==> src/rtl/fetch_buffer_pkg.sv <==
// Shared types and helpers for the fetch-to-decode instruction buffer.
package fetch_buffer_pkg;

    localparam int unsigned FB_XLEN = 32;

    // One buffered instruction with its program counter.
    typedef struct packed {
        logic [FB_XLEN-1:0] pc;
        logic [FB_XLEN-1:0] instr;
    } fb_entry_t;

    // Per-lane valid control, used for debug views of issue lanes.
    typedef enum logic {
        LANE_IDLE  = 1'b0,
        LANE_VALID = 1'b1
    } lane_ctl_e;

    // Pointer width: index bits plus one wrap bit to tell full from empty.
    function automatic int unsigned fb_ptr_w(input int unsigned depth);
        return $clog2(depth) + 1;
    endfunction

endpackage

==> src/rtl/fetch_buffer_lane_popcount.sv <==
// Counts set bits of a LANES-wide lane valid vector.
module lane_popcount #(
    parameter int unsigned LANES = 2
) (
    input  logic [LANES-1:0]             bits,
    output logic [$clog2(LANES+1)-1:0]   total
);

    localparam int unsigned TW = $clog2(LANES + 1);

    // Sum lane bits.
    always_comb begin
        total = '0;
        for (int i = 0; i < int'(LANES); i++) begin
            total = total + TW'(bits[i]);
        end
    end

endmodule

==> src/rtl/fetch_buffer.sv <==
// N-lane in-order instruction buffer between fetch and decode.
// Optional statistics outputs enabled by defining FETCH_BUFFER_STATS_EN.
module fetch_buffer
    import fetch_buffer_pkg::*;
#(
    parameter int unsigned LANES = 2,
    parameter int unsigned DEPTH = 8,
    parameter int unsigned XLEN  = 32
) (
    input  logic                         clk,
    input  logic                         reset,
    input  logic                         flush,
    input  logic [LANES-1:0]             in_valid,
    input  logic [LANES*XLEN-1:0]        in_pc,
    input  logic [LANES*XLEN-1:0]        in_instr,
    output logic                         in_ready,
    output logic [LANES-1:0]             out_valid,
    output logic [LANES*XLEN-1:0]        out_pc,
    output logic [LANES*XLEN-1:0]        out_instr,
    input  logic [$clog2(LANES+1)-1:0]   out_take,
`ifdef FETCH_BUFFER_STATS_EN
    output logic [$clog2(DEPTH+1)-1:0]   peak_count,
    output logic [31:0]                  stall_cycles,
`endif
    output logic [$clog2(DEPTH+1)-1:0]   count
);

    localparam int unsigned IW = $clog2(DEPTH);
    localparam int unsigned PW = fb_ptr_w(DEPTH);
    localparam int unsigned CW = $clog2(DEPTH + 1);
    localparam int unsigned TW = $clog2(LANES + 1);

    logic [PW-1:0]   head;
    logic [PW-1:0]   tail;
    logic [XLEN-1:0] pc_mem    [DEPTH];
    logic [XLEN-1:0] instr_mem [DEPTH];
    logic [LANES-1:0] valid_contig;
    logic [TW-1:0]   n_in;
    logic [TW-1:0]   n_out;
    logic [CW-1:0]   occ;

    // Keep only lanes below the first deasserted valid.
    always_comb begin
        valid_contig    = '0;
        valid_contig[0] = in_valid[0];
        for (int i = 1; i < int'(LANES); i++) begin
            valid_contig[i] = valid_contig[i-1] & in_valid[i];
        end
    end

    lane_popcount #(.LANES(LANES)) u_popcount (
        .bits  (valid_contig),
        .total (n_in)
    );

    // Occupancy, space check and clamped dequeue amount.
    always_comb begin
        occ      = CW'(tail - head);
        count    = occ;
        in_ready = (occ <= CW'(DEPTH - LANES));
        n_out    = (CW'(out_take) > occ) ? TW'(occ) : out_take;
    end

    // Present the oldest LANES entries starting at head.
    always_comb begin
        out_valid = '0;
        out_pc    = '0;
        out_instr = '0;
        for (int i = 0; i < int'(LANES); i++) begin
            out_valid[i]                = (occ > CW'(i));
            out_pc[i*XLEN +: XLEN]      = pc_mem[IW'(head + PW'(i))];
            out_instr[i*XLEN +: XLEN]   = instr_mem[IW'(head + PW'(i))];
        end
    end

    // Ring pointers; reset and flush empty the buffer.
    always_ff @(posedge clk) begin
        if (reset || flush) begin
            head <= '0;
            tail <= '0;
        end else begin
            if (in_ready) begin
                tail <= tail + PW'(n_in);
            end
            head <= head + PW'(n_out);
        end
    end

    // Entry storage, written at tail for accepted lanes; not reset.
    always_ff @(posedge clk) begin
        if (!reset && !flush && in_ready) begin
            for (int i = 0; i < int'(LANES); i++) begin
                if (TW'(i) < n_in) begin
                    pc_mem[IW'(tail + PW'(i))]    <= in_pc[i*XLEN +: XLEN];
                    instr_mem[IW'(tail + PW'(i))] <= in_instr[i*XLEN +: XLEN];
                end
            end
        end
    end

`ifdef FETCH_BUFFER_STATS_EN
    // High-water mark and saturating fetch-stall counter; survive flush.
    always_ff @(posedge clk) begin
        if (reset) begin
            peak_count   <= '0;
            stall_cycles <= '0;
        end else begin
            if (occ > peak_count) begin
                peak_count <= occ;
            end
            if (in_valid[0] && !in_ready && (stall_cycles != '1)) begin
                stall_cycles <= stall_cycles + 32'd1;
            end
        end
    end
`endif

endmodule

==> config.mk <==
export PLATFORM = sky130hd
export DESIGN_NAME = fetch_buffer
export DESIGN_NICKNAME = d
export VERILOG_FILES = /design/src/rtl/fetch_buffer_pkg.sv /design/src/rtl/fetch_buffer_lane_popcount.sv /design/src/rtl/fetch_buffer.sv
export SDC_FILE = /design/constraint.sdc
export NUM_CORES = 1
export LEC_CHECK = 0
export CELL_PAD_IN_SITES_DETAIL_PLACEMENT = 0
export CELL_PAD_IN_SITES_GLOBAL_PLACEMENT = 1
export CORE_ASPECT_RATIO = 1.4
export CORE_UTILIZATION = 54
export DETAILED_ROUTE_END_ITERATION = 10
export PLACE_DENSITY = 0.85
export SLEW_MARGIN = 5
export SYNTH_ARGS = -nofsm -noshare
export SYNTH_HDL_FRONTEND = slang
export SYNTH_SLANG_ARGS = --single-unit
==> constraint.sdc <==
create_clock -name clk -period 13.69 [get_ports clk]
set_input_delay 2.738 -clock clk [delete_from_list [all_inputs] [get_ports clk]]
set_output_delay 2.738 -clock clk [all_outputs]
set_load 0.005 [all_outputs]
==> metrics.md, run 1 <==
| Metric | Value |
|---|---|
| I/O pins | `270` |
| Layout Nets | `2153` |
| Clk buf depth | `3` |
| Library cells used by synthesis | `37` |
| Critical path fanouts, max | `57` |
| Cts repair resizes | `0` |
| Post-CTS Setup Inserts | `0` |
| Die Wd | `202.1 um` |
| Post-synth EDFFs | `512` |
| Slew at the pin with the worst max-slew slack | `1.183 ns` |
| Multi-input gate area | `14150 um^2` |
| Synth top area cells | `edfxtp_1, mux4_2, mux2_2` |
| Post-synthesis adder-cell area fraction | `0.006529` |
| Logic pwr share | `0.435` |
| Drt pass-1 iters | `5` |
| Sequential fraction of design power | `0.324` |
| Critical path endpoint category | `output port` |
| Final Power | `5.921 mW` |
| Initial DRC count | `1414` |
| Port bufs | `269` |
| Row cnt | `102` |
| Setup violations, final | `0` |
| XOR/XNOR Fraction of Synth Area | `0.002603` |
| WL per Instance | `29.72 um` |
| Worst Setup SP | `head[0]$_SDFF_PP0_` |
| RSZ-0062 raised after global routing | `false` |
| H-tree Lvls | `2` |
| Post-route clock period utilization | `0.5634` |
| Syn. warnings | `0` |
| Clk pwr share | `0.241` |
| Worst Hold End | `head[3]$_SDFF_PP0_` |
| Most instantiated library cell after synthesis | `edfxtp_1` |
| Crit path largest cell delay | `0.94 ns` |
| Clock Latency Late Sink | `0.60 ns` |
| Core region area | `55390 um^2` |
| Vias per cell | `6.535` |
| Num CTS Buffers | `52` |
| Yosys top cell area share | `0.5078` |
| Setup_tns | `0 ns` |
| Mapped Nets | `1930` |
| Ys async rst share | `0` |
| Max Freq | `0.1297 GHz` |
| Flop-to-flop setup slack | `8.63 ns` |
| Worst Skew | `0.01637 ns` |
| RePlAce Congestion | `0.8079` |
| Top cells by count, synth | `edfxtp_1, mux2_2, mux4_2` |
| WHS Path Cells | `2` |
| First-pass GRT wire length | `121400 um` |
| Syn_area_per_cell | `17.00 um^2` |
| Pint | `4.096 mW` |
| Top FF cell, synth | `edfxtp_1` |
| CTS Sinks | `520` |
| Layout cells sized above 1 | `0.4755` |
| Fillers | `3956` |
| Area Overhead vs Synth | `16.56%` |
| Most frequent CP cell | `buf_4` |
| Vias in the first global route | `19.34k` |
| Worst r2r src | `head[1]$_SDFF_PP0_` |
| CTS tree | `built` |
| FF+latch count, synth | `520` |
| Path category of the worst min-delay check | `reg2reg` |
| Post-Syn Area | `30280 um^2` |
| Hold Vio Cnt, Final | `0` |
| Clock Root Buffer | `clkbuf_16` |
| Simple-gate area share of the yosys netlist | `0.03161` |
| Hold path startpoint | `head[3]$_SDFF_PP0_` |
| Routed wire length | `82520 um` |
| Worst R2R Path Depth | `8` |
| Cell accounting for the most synthesized area | `edfxtp_1` |
| Clock Pin Slew Worst Setup and Hold Paths | `0.06 ns` |
| Drt drc | `0` |
| Required @ worst endpoint | `10.95 ns` |
| Worst path slowest cell | `dfxtp_4` |
| Worst EP arrival | `4.97 ns` |
| Reg area | `15550 um^2` |
| Hold_buf cts | `0` |
| Fin Hold WS | `0.5502 ns` |
| Peak supply drop | `158.3 uV` |
| Gr ovfl total | `0` |
| Largest net degree at the start of global routing | `92` |
| Sw Pwr | `1.825 mW` |
| Die area | `57040 um^2` |
| Period minus WS final | `7.712 ns` |
| WS Path Type | `reg2out` |
| Final core occ | `0.6372` |
| Cells along the critical path | `ha_4 > buf_4 > buf_4 > mux4_2 > mux2_2 > clkdlybuf4s50_1` |
| Initial core utilization | `0.5467` |
| DP Wirelength | `47040 um` |
| Multiplexer share of the synthesized area | `0.4178` |
| Chip Height | `282.2 um` |
| Slew HR | `0.2110` |
| Initial antenna violation count | `7` |
| PwrDens | `167.8 nW/um^2` |
| Crit start category | `flip-flop` |
| Mapped Cells | `1781` |
| Switching Fraction | `0.3082` |
| All-Layer GR Usage | `0.2896` |
| Post-synthesis sequential area ratio | `0.5131` |
| Slew Limit Fails | `0` |
| Leakage power | `11.78 nW` |
| R2r endpoint | `instr_mem[1][5]$_DFFE_PP_` |
| Routed vias | `18.15k` |
| Largest family of logic cells by synthesized area | `multiplexers` |
| Post-DRT Antenna Nets | `0` |
| Synth Area in Compound Gates | `0.004215` |
| MaxCap Viol Count | `0` |
| Status | `completed` |
cells by family (layout without fill, tap and decap cells):
kind of cell | after synthesis | in the layout
multiplexers | 835 | 835
buffers and inverters | 150 | 413
adder cells (fa/ha/maj) | 14 | 14
other | 0 | 5
XOR/XNOR | 9 | 9
flip-flops | 520 | 520
AO/OA/AOI/OAI | 19 | 19
AND/OR/NAND/NOR | 234 | 234
per-stage QoR:
step / instance area [um^2] / instances / setup slack [ns]
final: 35290 / 2777 / 5.978
after CTS: 35280 / 2772 / 5.924
after detailed placement: 33630 / 2678 / 6.581
after global routing: 35290 / 2776 / 5.799
after global placement: 33630 / 2678 / 6.613
after floorplan: 30280 / 1781 / 5.018
critical path, delay by kind of cell, from the launching register on:
kind | cells | cell delay, ns
adder cells (fa/ha/maj) | 1 | 0.62
buffers and inverters | 3 | 2.00
flip-flops | 1 | 0.94
multiplexers | 2 | 0.75
area by class of cell:
type                            count  share of cell area
Inverter                           15            0.001631
Clock inverter                     32            0.008154
Antenna cell                        5           0.0003545
Sequential cell                   520              0.4405
Tap cell                          728             0.02581
Timing Repair Buffer              304             0.08409
Multi-Input combinational cell   1111              0.4009
Clock buffer                       62             0.03854
worst max-delay path by stage:
stage	end	cells past startpoint	slack, ns
5_1_grt	out_instr[44]	6	5.80
6_report	out_instr[44]	6	5.98
3_3_place_gp	out_instr[44]	6	6.61
4_1_cts	out_instr[44]	6	5.92
3_5_place_dp	out_instr[44]	6	6.58
2_1_floorplan	instr_mem[4][0]$_DFFE_PP_	5	5.02
flip-flops by register name (all words and copies together) (netlist names):
register,flops
instr_mem,256
pc_mem,256
head,4
tail,4
layout by cell type, fill, tap and decap left out, types with 19 or more instances in the layout:
cell type and instances:
mux4_2 256, clkdlybuf4s50_1 269, mux2_2 479, clkbuf_16 53, clkinv_2 19, buf_4 34, edfxtp_1 512, nand2_1 195
mux2_4 98
routing by layer:
| layer | share of wire | track usage |
|---|---|---|
| met5 | 0.00042 | 0 |
| met4 | 0.025 | 0.09003 |
| met3 | 0.065 | 0.04758 |
| met2 | 0.53 | 0.5231 |
| met1 | 0.38 | 0.3554 |
power by group through the flow:
stage / combinational [mW] / sequential, mW / clock, mW
2_1_floorplan: 1.57 / 1.89 / 0
3_3_place_gp: 2.57 / 1.95 / 0
3_5_place_dp: 2.59 / 1.96 / 0
5_1_grt: 2.74 / 1.93 / 1.50
4_1_cts: 2.60 / 1.92 / 1.44
6_report: 2.58 / 1.92 / 1.43
(Power assumes the default switching activity.)
==> inputs of run 2 (changes only) <==
--- a/config.mk
+++ b/config.mk
@@ -8,9 +8,9 @@
 export CELL_PAD_IN_SITES_DETAIL_PLACEMENT = 0
 export CELL_PAD_IN_SITES_GLOBAL_PLACEMENT = 1
 export CORE_ASPECT_RATIO = 1.4
-export CORE_UTILIZATION = 54
+export CORE_UTILIZATION = 50
 export DETAILED_ROUTE_END_ITERATION = 10
-export PLACE_DENSITY = 0.85
+export PLACE_DENSITY = 0.8
 export SLEW_MARGIN = 5
 export SYNTH_ARGS = -nofsm -noshare
 export SYNTH_HDL_FRONTEND = slang
==> constraint.sdc (replaced) <==
create_clock -name clk -period 7.7 [get_ports clk]
set_input_delay 1.54 -clock clk [delete_from_list [all_inputs] [get_ports clk]]
set_output_delay 1.54 -clock clk [all_outputs]
set_load 0.005 [all_outputs]
==> run 2 against run 1 <==
Effect of this change: clock power grew 90%; global-route usage down 1.5 points; cell area grew 0.86%; first-iteration DRC count fell by 14%; register-to-register slack got worse by 5.7 ns; sequential power up 76%; critical endpoint is now out_instr[1].
==> metrics.md, run 2 (synthesis gave the netlist of run 1 again) <==
| Metric | Value |
|---|---|
| Place WS | `2.422 ns (-4.159 ns)` |
| Path category of the worst min-delay check | `reg2reg` |
| Core region area | `59810 um^2 (+8.0%)` |
| Hold path startpoint | `tail[3]$_SDFFE_PP0N_` |
| Die area | `61560 um^2 (+7.9%)` |
| Worst Skew | `0.01763 ns (+0.001261 ns)` |
| Drt pass-1 iters | `5 (unchanged)` |
| Max Freq | `0.1740 GHz` |
| Layout Nets | `2152 (-0.046%)` |
| DP Wirelength | `49260 um (+4.7%)` |
| Most frequent cells in the layout | `edfxtp_1, mux2_2, clkdlybuf4s50_1` |
| Initial DRC count | `1211 (-14%)` |
| Hold Vio Cnt, Final | `0 (unchanged)` |
| Vias per cell | `6.353 (-2.8%)` |
| All-Layer GR Usage | `0.2743 (-0.01532)` |
| Critical path fanouts, max | `45 (-21%)` |
| I/O pins | `270 (unchanged)` |
| Vias in the first global route | `19.64k (+1.6%)` |
| WS Path Type | `reg2out` |
| Area Overhead vs Synth | `17.56%` |
| RePlAce Congestion | `0.7811 (-3.3%)` |
| Required @ worst endpoint | `6.16 ns (-4.79 ns)` |
| Post-route clock period utilization | `0.7462` |
| Initial antenna violation count | `8 (+1)` |
| Status | `completed` |
| Slew HR | `0.1536 (-0.05747)` |
| Flop-to-flop setup slack | `2.97 ns (-5.66 ns)` |
| Worst EP arrival | `4.21 ns (-0.76 ns)` |
| Final Power | `10.79 mW (+82%)` |
| Chip Height | `293.2 um (+3.9%)` |
| CTS Sinks | `520 (unchanged)` |
| Clock Pin Slew Worst Setup and Hold Paths | `0.06 ns (about the same)` |
| Hold_buf cts | `0 (unchanged)` |
| Worst r2r src | `head[1]$_SDFF_PP0_` |
| Peak supply drop | `276.5 uV (+75%)` |
| Buf/Inv on CP | `3 (unchanged)` |
| Initial core utilization | `0.5062 (-0.04046)` |
| Worst Setup SP | `head[1]$_SDFF_PP0_` |
| Setup_tns | `0 ns (unchanged)` |
| Setup violations, final | `0 (unchanged)` |
| WL per Instance | `29.26 um (-1.5%)` |
| Clk buf depth | `3 (unchanged)` |
| Routed wire length | `83620 um (+1.3%)` |
| Crit path largest cell delay | `0.90 ns (-0.04 ns)` |
| Drt drc | `0 (unchanged)` |
| Clock Latency Late Sink | `0.59 ns (about the same)` |
| RSZ-0062 raised after global routing | `false` |
| Cts repair resizes | `0 (unchanged)` |
| Routed vias | `18.16k (+0.044%)` |
| H-tree Lvls | `2 (unchanged)` |
| Critical path endpoint category | `output port` |
| CTS tree | `built` |
| Slew at the pin with the worst max-slew slack | `1.265 ns (+0.08141 ns)` |
| First-pass GRT wire length | `124600 um (+2.6%)` |
| Leakage power | `11.84 nW (+0.57%)` |
| Top Registers | `instr_mem x256, pc_mem x256` |
| Slew Limit Fails | `0 (unchanged)` |
| Crit start category | `flip-flop` |
| Post-DRT Antenna Nets | `0 (unchanged)` |
| Commonest non-fill, non-tap cell in the layout | `edfxtp_1` |
| PwrDens | `303.0 nW/um^2 (+81%)` |
| Family with the most delay on the worst path | `buffers and inverters` |
| Final worst setup slack | `1.954 ns (-4.023 ns)` |
| Port bufs | `269 (unchanged)` |
| Num CTS Buffers | `52 (unchanged)` |
| Die Wd | `210.0 um (+3.9%)` |
| Period minus WS final | `5.746 ns` |
| Gr ovfl total | `0 (unchanged)` |
| Post-CTS Setup Inserts | `0 (unchanged)` |
| Clock Root Buffer | `clkbuf_16` |
| Layout cells sized above 1 | `0.4770 (+0.001490)` |
| Largest net degree at the start of global routing | `115 (+25%)` |
| MaxCap Viol Count | `0 (unchanged)` |
| Worst path slowest cell | `buf_4` |
| Row cnt | `106 (+3.9%)` |
| Cells along the critical path | `buf_4 > buf_4 > mux4_2 > nand2_1 > nand2_1 > clkdlybuf4s50_1` |
==> run 2: changes by cell type in the layout (fill, tap and decap cells not counted) <==
cell	change
diode_2	-3
clkinvlp_4	+3
buf_4	-6
clkinv_2	-4
clkbuf_1	-3
clkinv_4	+1
clkinv_1	+1
buf_12	+5
bufinv_16	+5
==> run 2: path summary, 6_finish.rpt <==
path | end | depth (start not counted)
min | tail[3]$_SDFFE_PP0N_ | 2
min reg2reg | tail[3]$_SDFFE_PP0N_ | 2
max | out_instr[1] | 6
max reg2reg | instr_mem[3][23]$_DFFE_PP_ | 9
==> run 2: metal layers <==
| metal | global-route usage | part of all wire | up-vias |
|---|---|---|---|
| met2 | 0.4988 | 0.54 | 621 |
| met5 | 0 | 0.0011 | - |
| met3 | 0.03687 | 0.053 | 159 |
| li1 | - | - | 7684 |
| met1 | 0.3325 | 0.38 | 9681 |
| met4 | 0.09649 | 0.033 | 12 |
==> run 2: metrics by stage <==
step	hold WS (ns)	utilization	area, um^2	instances
global placement	0.5203	0.5649	33790	2759
floorplan	0.5033	-	30280	1781
CTS	0.5464	0.5950	35590	2856
global route	0.5679	0.5951	35600	2858
finish	0.5455	0.5951	35600	2858
detailed placement	0.5250	0.5649	33790	2759
==> run 2: area by class of cell <==
class / instances / area (um^2)
tap: 810 / 1013
sequential: 520 / 15550
antenna: 2 / 5.005
timing repair buffer: 303 / 3023
inverter: 15 / 57.56
fill: 4577 / 24220
multi-input combinational: 1111 / 14150
clock inverter: 38 / 452.9
clock buffer: 59 / 1349
==> run 2: worst register-to-register path: cells and delay by family (launching register included) <==
| kind | cells | cell delay (ns) |
|---|---|---|
| and+or+nand+nor | 3 | 0.93 |
| buffers and inverters | 4 | 1.63 |
| adders and majority gates | 1 | 0.70 |
| DFF | 1 | 0.74 |
| muxes | 1 | 0.46 |
==> run 2: power breakdown <==
part	total [mW]	internal, mW	switching, mW
combinational	4.69	2.62	2.06
sequential	3.37	3.25	0.126
clock	2.72	1.60	1.13
total	10.8	7.47	3.32
==> inputs of run 3 (changes only) <==
==> constraint.sdc (replaced) <==
create_clock -name clk -period 5.5 [get_ports clk]
set_input_delay 1.1 -clock clk [delete_from_list [all_inputs] [get_ports clk]]
set_output_delay 1.1 -clock clk [all_outputs]
set_load 0.005 [all_outputs]
==> run 3 against run 2 <==
Effect of this change: count of clock-buffer cells in the layout stayed put; global-route usage shrank 0.37 points; non-clock buffer count is 5 higher; highest routed layer unchanged; combinational power increased by 39%; critical endpoint is now out_pc[16]; cell area grew 0.18%; register-to-register slack got worse by 1.6 ns; first-iteration DRC count shrank 1.5%.
==> metrics.md, run 3 (synthesis gave the netlist of run 1 again) <==
| Metric | Value |
|---|---|
| Status | `completed` |
| Most frequent cells in the layout | `edfxtp_1, mux2_2, clkdlybuf4s50_1` |
| Post-route clock period utilization | `0.8544` |
| Hold_buf cts | `0 (unchanged)` |
| Required @ worst endpoint | `4.40 ns (-1.76 ns)` |
| Commonest non-fill, non-tap cell in the layout | `edfxtp_1` |
| Gr ovfl total | `0 (unchanged)` |
| Setup violations, final | `0 (unchanged)` |
| DP Wirelength | `47250 um (-4.1%)` |
| Top Registers | `instr_mem x256, pc_mem x256` |
| Slew Limit Fails | `0 (unchanged)` |
| Drt drc | `0 (unchanged)` |
| Area after DPL | `33930 um^2 (+0.40%)` |
| Cts repair resizes | `0 (unchanged)` |
| Critical path endpoint category | `output port` |
| Vias per cell | `6.268 (-1.3%)` |
| Layout Nets | `2157 (+0.23%)` |
| Drt pass-1 iters | `5 (unchanged)` |
| Period minus WS final | `4.699 ns` |
| Worst Hold End | `tail[3]$_SDFFE_PP0N_` |
| Most frequent CP cell | `nand2_1` |
| Clock Root Buffer | `clkbuf_16` |
| Area Overhead vs Synth | `17.77%` |
| H-tree Lvls | `2 (unchanged)` |
| Row cnt | `106 (unchanged)` |
| Worst EP arrival | `3.60 ns (-0.61 ns)` |
| I/O pins | `270 (unchanged)` |
| Post-DRT Antenna Nets | `0 (unchanged)` |
| Final worst setup slack | `0.8008 ns (-1.153 ns)` |
| RePlAce Congestion | `0.8160 (+4.5%)` |
| Cells along the critical path | `buf_12 > mux4_2 > nand2_1 > nand2_1 > clkdlybuf4s50_1` |
| Fin Hold WS | `0.5485 ns (+0.002975 ns)` |
| All-Layer GR Usage | `0.2706 (-0.003711)` |
| Flop-to-flop setup slack | `1.38 ns (-1.59 ns)` |
| Place WS | `1.301 ns (-1.120 ns)` |
| Slew HR | `0.1025 (-0.05106)` |
| WL per Instance | `28.75 um (-1.7%)` |
| Worst Skew | `0.02793 ns (+0.01030 ns)` |
| RSZ-0062 raised after global routing | `false` |
| Layout cells sized above 1 | `0.4732 (-0.003858)` |
| Worst path slowest cell | `dfxtp_4` |
| Die area | `61560 um^2 (unchanged)` |
| Post-CTS Setup Inserts | `0 (unchanged)` |
| Max Freq | `0.2128 GHz` |
| Routed wire length | `82400 um (-1.5%)` |
| Die Wd | `210.0 um (unchanged)` |
| Slew at the pin with the worst max-slew slack | `1.346 ns (+0.08139 ns)` |
| First-pass GRT wire length | `121700 um (-2.3%)` |
| Post-route cell area | `35660 um^2 (+0.18%)` |
| WS Path Type | `reg2out` |
| Crit start category | `flip-flop` |
| Routed vias | `17.97k (-1.1%)` |
| WHS Path Cells | `2 (unchanged)` |
| MaxCap Viol Count | `0 (unchanged)` |
| CTS Sinks | `520 (unchanged)` |
| Leakage power | `11.87 nW (+0.18%)` |
| Clock Latency Late Sink | `0.61 ns (+0.02 ns)` |
| Vias in the first global route | `19.12k (-2.6%)` |
| Chip Height | `293.2 um (unchanged)` |
| Core region area | `59810 um^2 (unchanged)` |
| Hold path startpoint | `tail[3]$_SDFFE_PP0N_` |
| Clock Pin Slew Worst Setup and Hold Paths | `0.06 ns (about the same)` |
| R2r endpoint | `instr_mem[5][22]$_DFFE_PP_` |
| Critical path fanouts, max | `109 (+140%)` |
| Port bufs | `269 (unchanged)` |
| Worst R2R Path Depth | `8 (-1)` |
| Initial core utilization | `0.5062 (unchanged)` |
| CTS tree | `built` |
| Peak supply drop | `442.0 uV (+60%)` |
| Hold Vio Cnt, Final | `0 (unchanged)` |
| Worst r2r src | `head[1]$_SDFF_PP0_` |
| Largest net degree at the start of global routing | `115 (unchanged)` |
| Clk buf depth | `3 (unchanged)` |
| PwrDens | `417.9 nW/um^2 (+38%)` |
| Initial DRC count | `1193 (-1.5%)` |
| Crit path largest cell delay | `0.67 ns (-0.23 ns)` |
| Num CTS Buffers | `52 (unchanged)` |
| Path category of the worst min-delay check | `reg2reg` |
| Initial antenna violation count | `12 (+4)` |
run 3: cell count changes in the layout (fill, tap and decap cells not counted), sizes merged:
| cell | change |
|---|---|
| diode | +4 |
| bufinv | -2 |
| clkinv | +4 |
| buf | +5 |
| clkinvlp | -3 |
run 3: routing by layer:
metal | track usage | vias to the layer above | part of all wire
li1 | - | 7695 | -
met1 | 0.3350 | 9480 | 0.38
met2 | 0.4830 | 645 | 0.53
met3 | 0.04404 | 133 | 0.065
met4 | 0.08510 | 12 | 0.028
met5 | 0 | - | 0.0010
run 3: cell type report:
cell class | count | area (um^2)
diodes | 6 | 15.01
clock buffers | 59 | 1349
clock inverters | 37 | 370.4
fillers | 4486 | 24150
inverters | 15 | 56.30
multi-input cells | 1111 | 14150
flip-flops and latches | 520 | 15550
well taps | 810 | 1013
repair buffers | 308 | 3161
run 3: worst max path at each step:
stage	startpoint	endpoint	slack, ns	cells after the start
2_1_floorplan	head[1]$_SDFF_PP0_	instr_mem[2][0]$_DFFE_PP_	-0.69	9
3_3_place_gp	flush	instr_mem[5][30]$_DFFE_PP_	1.37	6
3_5_place_dp	flush	instr_mem[5][30]$_DFFE_PP_	1.30	6
4_1_cts	head[1]$_SDFF_PP0_	out_pc[24]	0.80	5
5_1_grt	head[1]$_SDFF_PP0_	out_instr[28]	0.56	5
6_report	head[1]$_SDFF_PP0_	out_pc[16]	0.80	5
run 3: worst max-delay path: cells and delay by family, from the launching register on:
family | cells | cell delay (ns)
AND/OR/NAND/NOR | 2 | 0.21
buffers and inverters | 2 | 1.00
multiplexers | 1 | 0.62
flip-flops | 1 | 0.67
run 3: through the flow:
stage | cells | power, mW | utilization | TNS, ns
global route | 2866 | 15.55 | 0.5962 | 0
floorplan | 1781 | 8.586 | - | -271.80
global placement | 2764 | 11.37 | 0.5672 | 0
CTS | 2860 | 15.06 | 0.5959 | 0
detailed placement | 2764 | 11.39 | 0.5672 | 0
finish | 2866 | 14.90 | 0.5962 | 0
run 3: where the power goes:
group	switching [mW]	internal [mW]	total, mW
Clock	1.53	2.13	3.65
Combinational	2.87	3.68	6.54
Sequential	0.160	4.55	4.71
